### config.mk
export PLATFORM = sky130hd
export DESIGN_NAME = read_processor
export DESIGN_NICKNAME = d
export VERILOG_FILES = /design/src/rtl/ebuf_pkg.sv /design/src/rtl/read_processor.sv
export SDC_FILE = /design/constraint.sdc
export NUM_CORES = 1
export LEC_CHECK = 0
export ABC_AREA = 1
export CAP_MARGIN = 20
export CORE_MARGIN = 10
export CORE_UTILIZATION = 37
export DETAILED_ROUTE_END_ITERATION = 7
export PLACE_DENSITY_LB_ADDON = 0.2
export SKIP_CTS_REPAIR_TIMING = 1
export SYNTH_ARGS = -nofsm -noshare
export SYNTH_HDL_FRONTEND = slang
export SYNTH_SLANG_ARGS = --single-unit
### constraint.sdc
create_clock -name rx_clk -period 1.7 [get_ports rx_clk]
set_input_delay 0.34 -clock rx_clk [delete_from_list [all_inputs] [get_ports rx_clk]]
set_output_delay 0.34 -clock rx_clk [all_outputs]
set_load 0.01 [all_outputs]
### src/rtl/ebuf_pkg.sv
// ---------------------------------------------------------------------------
// ebuf_pkg
// Shared constants and types for the RX elastic buffer. Used by the
// read-side SKP insertion logic and the write-side SKP deletion logic.
//   SKP_WORD      : {OS flag, symbol} pattern of a SKP symbol
//   IDX_MSB/LSB   : position of the symbol index inside a buffer word
//   NO_OS_IDX     : index value meaning "not inside an ordered set"
//   MAX_SKP_CHG   : most SKPs that may be added/removed per ordered set
//   HALF_SKP_CHG  : size of one SKP add/remove group
// ---------------------------------------------------------------------------
package ebuf_pkg;

  localparam logic [8:0] SKP_WORD     = 9'h199;
  localparam int         IDX_MSB      = 12;
  localparam int         IDX_LSB      = 9;
  localparam logic [3:0] NO_OS_IDX    = 4'd15;
  localparam logic [3:0] MAX_SKP_CHG  = 4'd8;
  localparam logic [3:0] HALF_SKP_CHG = 4'd4;

  typedef enum logic [0:0] {
    PASS   = 1'b0,
    INSERT = 1'b1
  } rd_state_t;

endpackage

### src/rtl/read_processor.sv
// ---------------------------------------------------------------------------
// read_processor
// Read-side controller of the RX elastic buffer. Pops words from the
// show-ahead read port and forwards them, registered, downstream. When the
// level monitor asks for SKP insertion, whole groups of 4 SKP copies are
// emitted at the start of a SKP ordered set (index 0) or at its midpoint
// (index 4), without popping, up to 8 per ordered set.
//
// Ports:
//   rx_clk        in   read-side clock
//   rx_rst        in   asynchronous active-low reset
//   rd_data       in   head word of the buffer (valid when !buff_empty)
//   buff_empty    in   buffer has no readable word
//   elstc_buff_en in   block enable
//   SKP_add_rqst  in   insertion request level from the level monitor
//   read_en       out  pop the head word this cycle (combinational)
//   out_data      out  emitted word (registered)
//   out_valid     out  out_data holds a valid word (registered)
//   skp_added     out  pulse coincident with the 4th copy of a group
// ---------------------------------------------------------------------------
module read_processor
  import ebuf_pkg::*;
#(
  parameter int BUFFER_WIDTH = 13
) (
  input  logic                    rx_clk,
  input  logic                    rx_rst,
  input  logic [BUFFER_WIDTH-1:0] rd_data,
  input  logic                    buff_empty,
  input  logic                    elstc_buff_en,
  input  logic                    SKP_add_rqst,
  output logic                    read_en,
  output logic [BUFFER_WIDTH-1:0] out_data,
  output logic                    out_valid,
  output logic                    skp_added
);

  localparam logic [0:0] ST_PASS   = PASS;
  localparam logic [0:0] ST_INSERT = INSERT;

  logic [0:0]              state_q,     state_d;
  logic [1:0]              grp_cnt_q,   grp_cnt_d;
  logic [3:0]              ins_total_q, ins_total_d;
  logic [BUFFER_WIDTH-1:0] out_data_q,  out_data_d;
  logic                    out_valid_q, out_valid_d;
  logic                    skp_added_q, skp_added_d;

  logic       head_usable_s;
  logic       is_skp_s;
  logic [3:0] idx_s;
  logic       start_s;
  logic       pop_s;
  logic       ins_inc_s;
  logic       ins_clr_s;

  // Head word decode and the insertion start condition.
  always_comb begin
    head_usable_s = elstc_buff_en && !buff_empty;
    is_skp_s      = (rd_data[8:0] == SKP_WORD);
    idx_s         = rd_data[IDX_MSB:IDX_LSB];
    // A group may only start on the first SKP of an ordered set with nothing
    // inserted yet, or on the fifth SKP after exactly one group.
    start_s       = is_skp_s && SKP_add_rqst &&
                    (((idx_s == 4'd0) && (ins_total_q == 4'd0)) ||
                     ((idx_s == HALF_SKP_CHG) && (ins_total_q == HALF_SKP_CHG)));
  end

  // FSM next state, counters and output register next values.
  always_comb begin
    state_d     = state_q;
    grp_cnt_d   = grp_cnt_q;
    out_data_d  = out_data_q;
    out_valid_d = 1'b0;
    skp_added_d = 1'b0;
    pop_s       = 1'b0;
    ins_inc_s   = 1'b0;
    // A full ordered-set allowance is released one clock after being reached.
    ins_clr_s   = (ins_total_q == MAX_SKP_CHG);

    case (state_q)
      ST_PASS: begin
        if (head_usable_s) begin
          out_data_d  = rd_data;
          out_valid_d = 1'b1;
          if (start_s) begin
            // First copy of the group; the head stays in the buffer.
            state_d   = ST_INSERT;
            grp_cnt_d = 2'd1;
            ins_inc_s = 1'b1;
          end else begin
            pop_s = 1'b1;
            if (idx_s == NO_OS_IDX) begin
              ins_clr_s = 1'b1;
            end else begin
              ins_clr_s = ins_clr_s;
            end
          end
        end else begin
          // Underflow bubble: nothing emitted, state unchanged.
          out_valid_d = 1'b0;
        end
      end
      ST_INSERT: begin
        if (!elstc_buff_en) begin
          // Abandon the partial group without signalling it.
          state_d   = ST_PASS;
          grp_cnt_d = 2'd0;
          ins_clr_s = 1'b1;
        end else begin
          out_data_d  = rd_data;
          out_valid_d = 1'b1;
          ins_inc_s   = 1'b1;
          if (grp_cnt_q == 2'd3) begin
            grp_cnt_d   = 2'd0;
            skp_added_d = 1'b1;
            state_d     = ST_PASS;
          end else begin
            grp_cnt_d = grp_cnt_q + 2'd1;
          end
        end
      end
      default: begin
        state_d   = ST_PASS;
        grp_cnt_d = 2'd0;
        ins_clr_s = 1'b1;
      end
    endcase

    if (ins_clr_s) begin
      ins_total_d = 4'd0;
    end else if (ins_inc_s) begin
      ins_total_d = ins_total_q + 4'd1;
    end else begin
      ins_total_d = ins_total_q;
    end
  end

  // Pop strobe; forced low while reset is asserted.
  always_comb begin
    read_en = rx_rst && pop_s;
  end

  // State, counters and registered outputs.
  always_ff @(posedge rx_clk or negedge rx_rst) begin
    if (!rx_rst) begin
      state_q     <= ST_PASS;
      grp_cnt_q   <= 2'd0;
      ins_total_q <= 4'd0;
      out_data_q  <= '0;
      out_valid_q <= 1'b0;
      skp_added_q <= 1'b0;
    end else begin
      state_q     <= state_d;
      grp_cnt_q   <= grp_cnt_d;
      ins_total_q <= ins_total_d;
      out_data_q  <= out_data_d;
      out_valid_q <= out_valid_d;
      skp_added_q <= skp_added_d;
    end
  end

  assign out_data  = out_data_q;
  assign out_valid = out_valid_q;
  assign skp_added = skp_added_q;

endmodule

==> impl_metrics.tcl <==
set metrics [dict create \
    cap_violations 0 \
    finalWorstSetupSlack_ns -0.137 \
    layout-drive-gt1-share 0.318 \
    cts.sinks 22 \
    syn-cell-area_um2 1120 \
    cp_max_fo 2 \
    dpl_cell_area_um2 1580 \
    p_sw_mw 0.297 \
    synth_top_cell_by_area "dfrtp_1" \
    drt_first_pass_iters 4 \
    clk_pin_slew_ns 0.13 \
    ys_warn_count 0 \
    hold_class "primary input to register" \
    status "finished, violations left" \
    gp_congestion 0.781 \
    dieWidth_um 75.0 \
    period_minus_slack_ns 1.84 \
    cp-end-kind "primary output" \
    maxSlewHeadroom 0.778 \
    port_buffers 33 \
    post-route-cell-area_um2 1660 \
    seqPwrFrac 0.459 \
    drt_wl_total_mm 2.63 \
    syn_to_final_growth_pct 48.2 \
    tightest_slew_ns 0.333 \
    place_ws_ns -0.639 \
    crit_type "register to primary output" \
    rows 19 \
    leakagePower_nw 0.807 \
    vias_per_cell 4.87 \
    synth.avg_cell_area_um2 11.2 \
    antenna_found_initial 0 \
    timing.fmax_ghz 0.544 \
    final-max-slew-violation-count 0 \
    rsz0062_at_grt "true" \
    start_util 0.395 \
    fin_skew_ns 0.00587 \
    required_ns 1.36 \
    post-route-util 0.586 \
    switching_share 0.230 \
    globalRouteOverflowTotal 0 \
    htreeDepth 1 \
    power_density_nw_per_um2 779 \
    numCtsBuffers 3 \
    ys_ff_latch 22 \
    cts.path.max_buffers 2 \
    insertion_delay_ns 0.31 \
    drcViolationCount 0 \
    dr.first_iter.drc_count 23 \
    ioPinCount 34 \
    n_fill_cell 254 \
    first_global_vias 883 \
    start_kind "register" \
    core_region_area_um2 2830 \
    place_hpwl_mm 2.06 \
    violations "setup timing" \
    worst_ep_arrival_time_ns 1.50 \
    wire_per_inst_um 14.4 \
    cts_tree "done" \
    die_area_um2 5620 \
    vias 886 \
    report.final.hold_viol_count 0 \
    power_frac_comb 0.227 \
    drtAntennaViolNets 0 \
    intPower_mw 0.995 \
    synthCells 100 \
    setup_viol_count_final 1 \
    clkPwrFrac 0.314 \
    die_h_um 75.0 \
    grt_max_degree 23 \
    synth_cell_types 23 \
    cts-root-buf "clkbuf_4" \
    synth_top_area_share 0.492 \
    n_antenna_cell 0 \
    nets 173 \
    ys_seq_area_frac 0.492 \
    period_share 1.08 \
    synth_nets 121 \
    grt_usage 0.0949 \
    netlist_top_cells_area "dfrtp_1, mux2_4, nand2_1" \
    ir_drop_uv 376 \
    grt_pass1_wl_mm 4.21 \
]
==> power by group through the flow <==
| stage | clock network, mW | logic (mW) | registers, mW |
|---|---|---|---|
| final | 0.406 | 0.293 | 0.593 |
| after global routing | 0.437 | 0.314 | 0.601 |
| after CTS | 0.416 | 0.298 | 0.594 |
| after detailed placement | 0 | 0.296 | 0.604 |
| after global placement | 0 | 0.294 | 0.602 |
| after floorplan | 0 | 0.0929 | 0.626 |
==> flip-flops by register name, indices dropped and copies added (netlist names) <==
register     count
state_q          1
grp_cnt_q        2
skp_added        1
out_data        13
ins_total_q      4
out_valid        1
==> cell type report <==
cell class / count / area (µm²) / share of cell area
inverter: 10 / 37.5 / 0.0226
clock inverter: 1 / 30.0 / 0.0181
multi-input combinational: 67 / 538 / 0.325
tap: 31 / 38.8 / 0.0234
timing repair buffer: 48 / 440 / 0.266
clock buffer: 3 / 22.5 / 0.0136
sequential: 22 / 551 / 0.332
==> worst paths after layout <==
path / cells after the start / slack (ns) / endpoint / startpoint
max reg2reg: 8 / 0.30 / ins_total_q[0] / ins_total_q[0]
max: 8 / -0.14 / read_en / ins_total_q[0]
min: 2 / 0.35 / out_data[11] / rd_data[11]
min in group asynchronous: 2 / 0.42 / out_data[8] / rx_rst
max in group asynchronous: 2 / 1.06 / ins_total_q[0] / rx_rst
min reg2reg: 1 / 0.52 / out_data[9] / out_data[9]
==> synth_stat cells (all sizes together) <==
cell type,instances
and3b,1
nor2,10
nand3,9
nor3,2
nand2,18
o22ai,1
clkinv,1
xor2,2
mux2,13
inv,9
ha,3
dfrtp,22
buf,1
a21oi,1
a31oi,2
nand4,5
==> cell families after synthesis <==
kind of cell | count (synthesis) | share of synthesized area
XOR/XNOR | 2 | 0.0157
AO/OA/AOI/OAI | 4 | 0.0246
multiplexers | 13 | 0.161
AND/OR/NAND/NOR | 45 | 0.221
buffers and inverters | 11 | 0.0515
flip-flops | 22 | 0.492
adder cells (fa/ha/maj) | 3 | 0.0336
==> metrics by stage <==
stage	power (mW)	TNS (ns)	hold WS, ns	std cells
2_1_floorplan	0.719	0	0.0444	100
3_3_place_gp	0.896	-2.09	0.491	178
3_5_place_dp	0.900	-2.28	0.498	178
4_1_cts	1.31	-0.666	0.432	182
5_1_grt	1.35	-0.244	0.358	182
6_report	1.29	-0.137	0.352	182
==> placed cells by master (no fill, tap or decap), types with 2 or more instances in the layout <==
| cell | instances |
|---|---|
| inv_1 | 7 |
| nand2_1 | 15 |
| clkdlybuf4s50_1 | 31 |
| ha_1 | 2 |
| clkbuf_4 | 3 |
| a31oi_1 | 2 |
| nand4_1 | 4 |
| mux2_2 | 4 |
| xor2_1 | 2 |
| nor2_4 | 4 |
| nand3_1 | 7 |
| nand2_2 | 2 |
| buf_4 | 15 |
| nor2_1 | 6 |
| dfrtp_1 | 22 |
| mux2_4 | 9 |
| inv_2 | 2 |
| nand3_2 | 2 |
==> metal layers <==
metal / global-route usage / share of wire
met5: 0 / 0
met4: 0.0378 / 0.016
met3: 0.0315 / 0.074
met2: 0.154 / 0.49
met1: 0.113 / 0.42
==> worst max-delay path, cell delays in order, from the launching register on <==
cell and delay [ns]:
dfrtp_1 0.39, inv_1 0.07, ha_2 0.20, nand3_2 0.08, nor2_4 0.13, nand3_2 0.07, nand2_1 0.07, nor3_1 0.04
buf_2 0.13
Note: power is estimated with default switching activity, not from simulation.
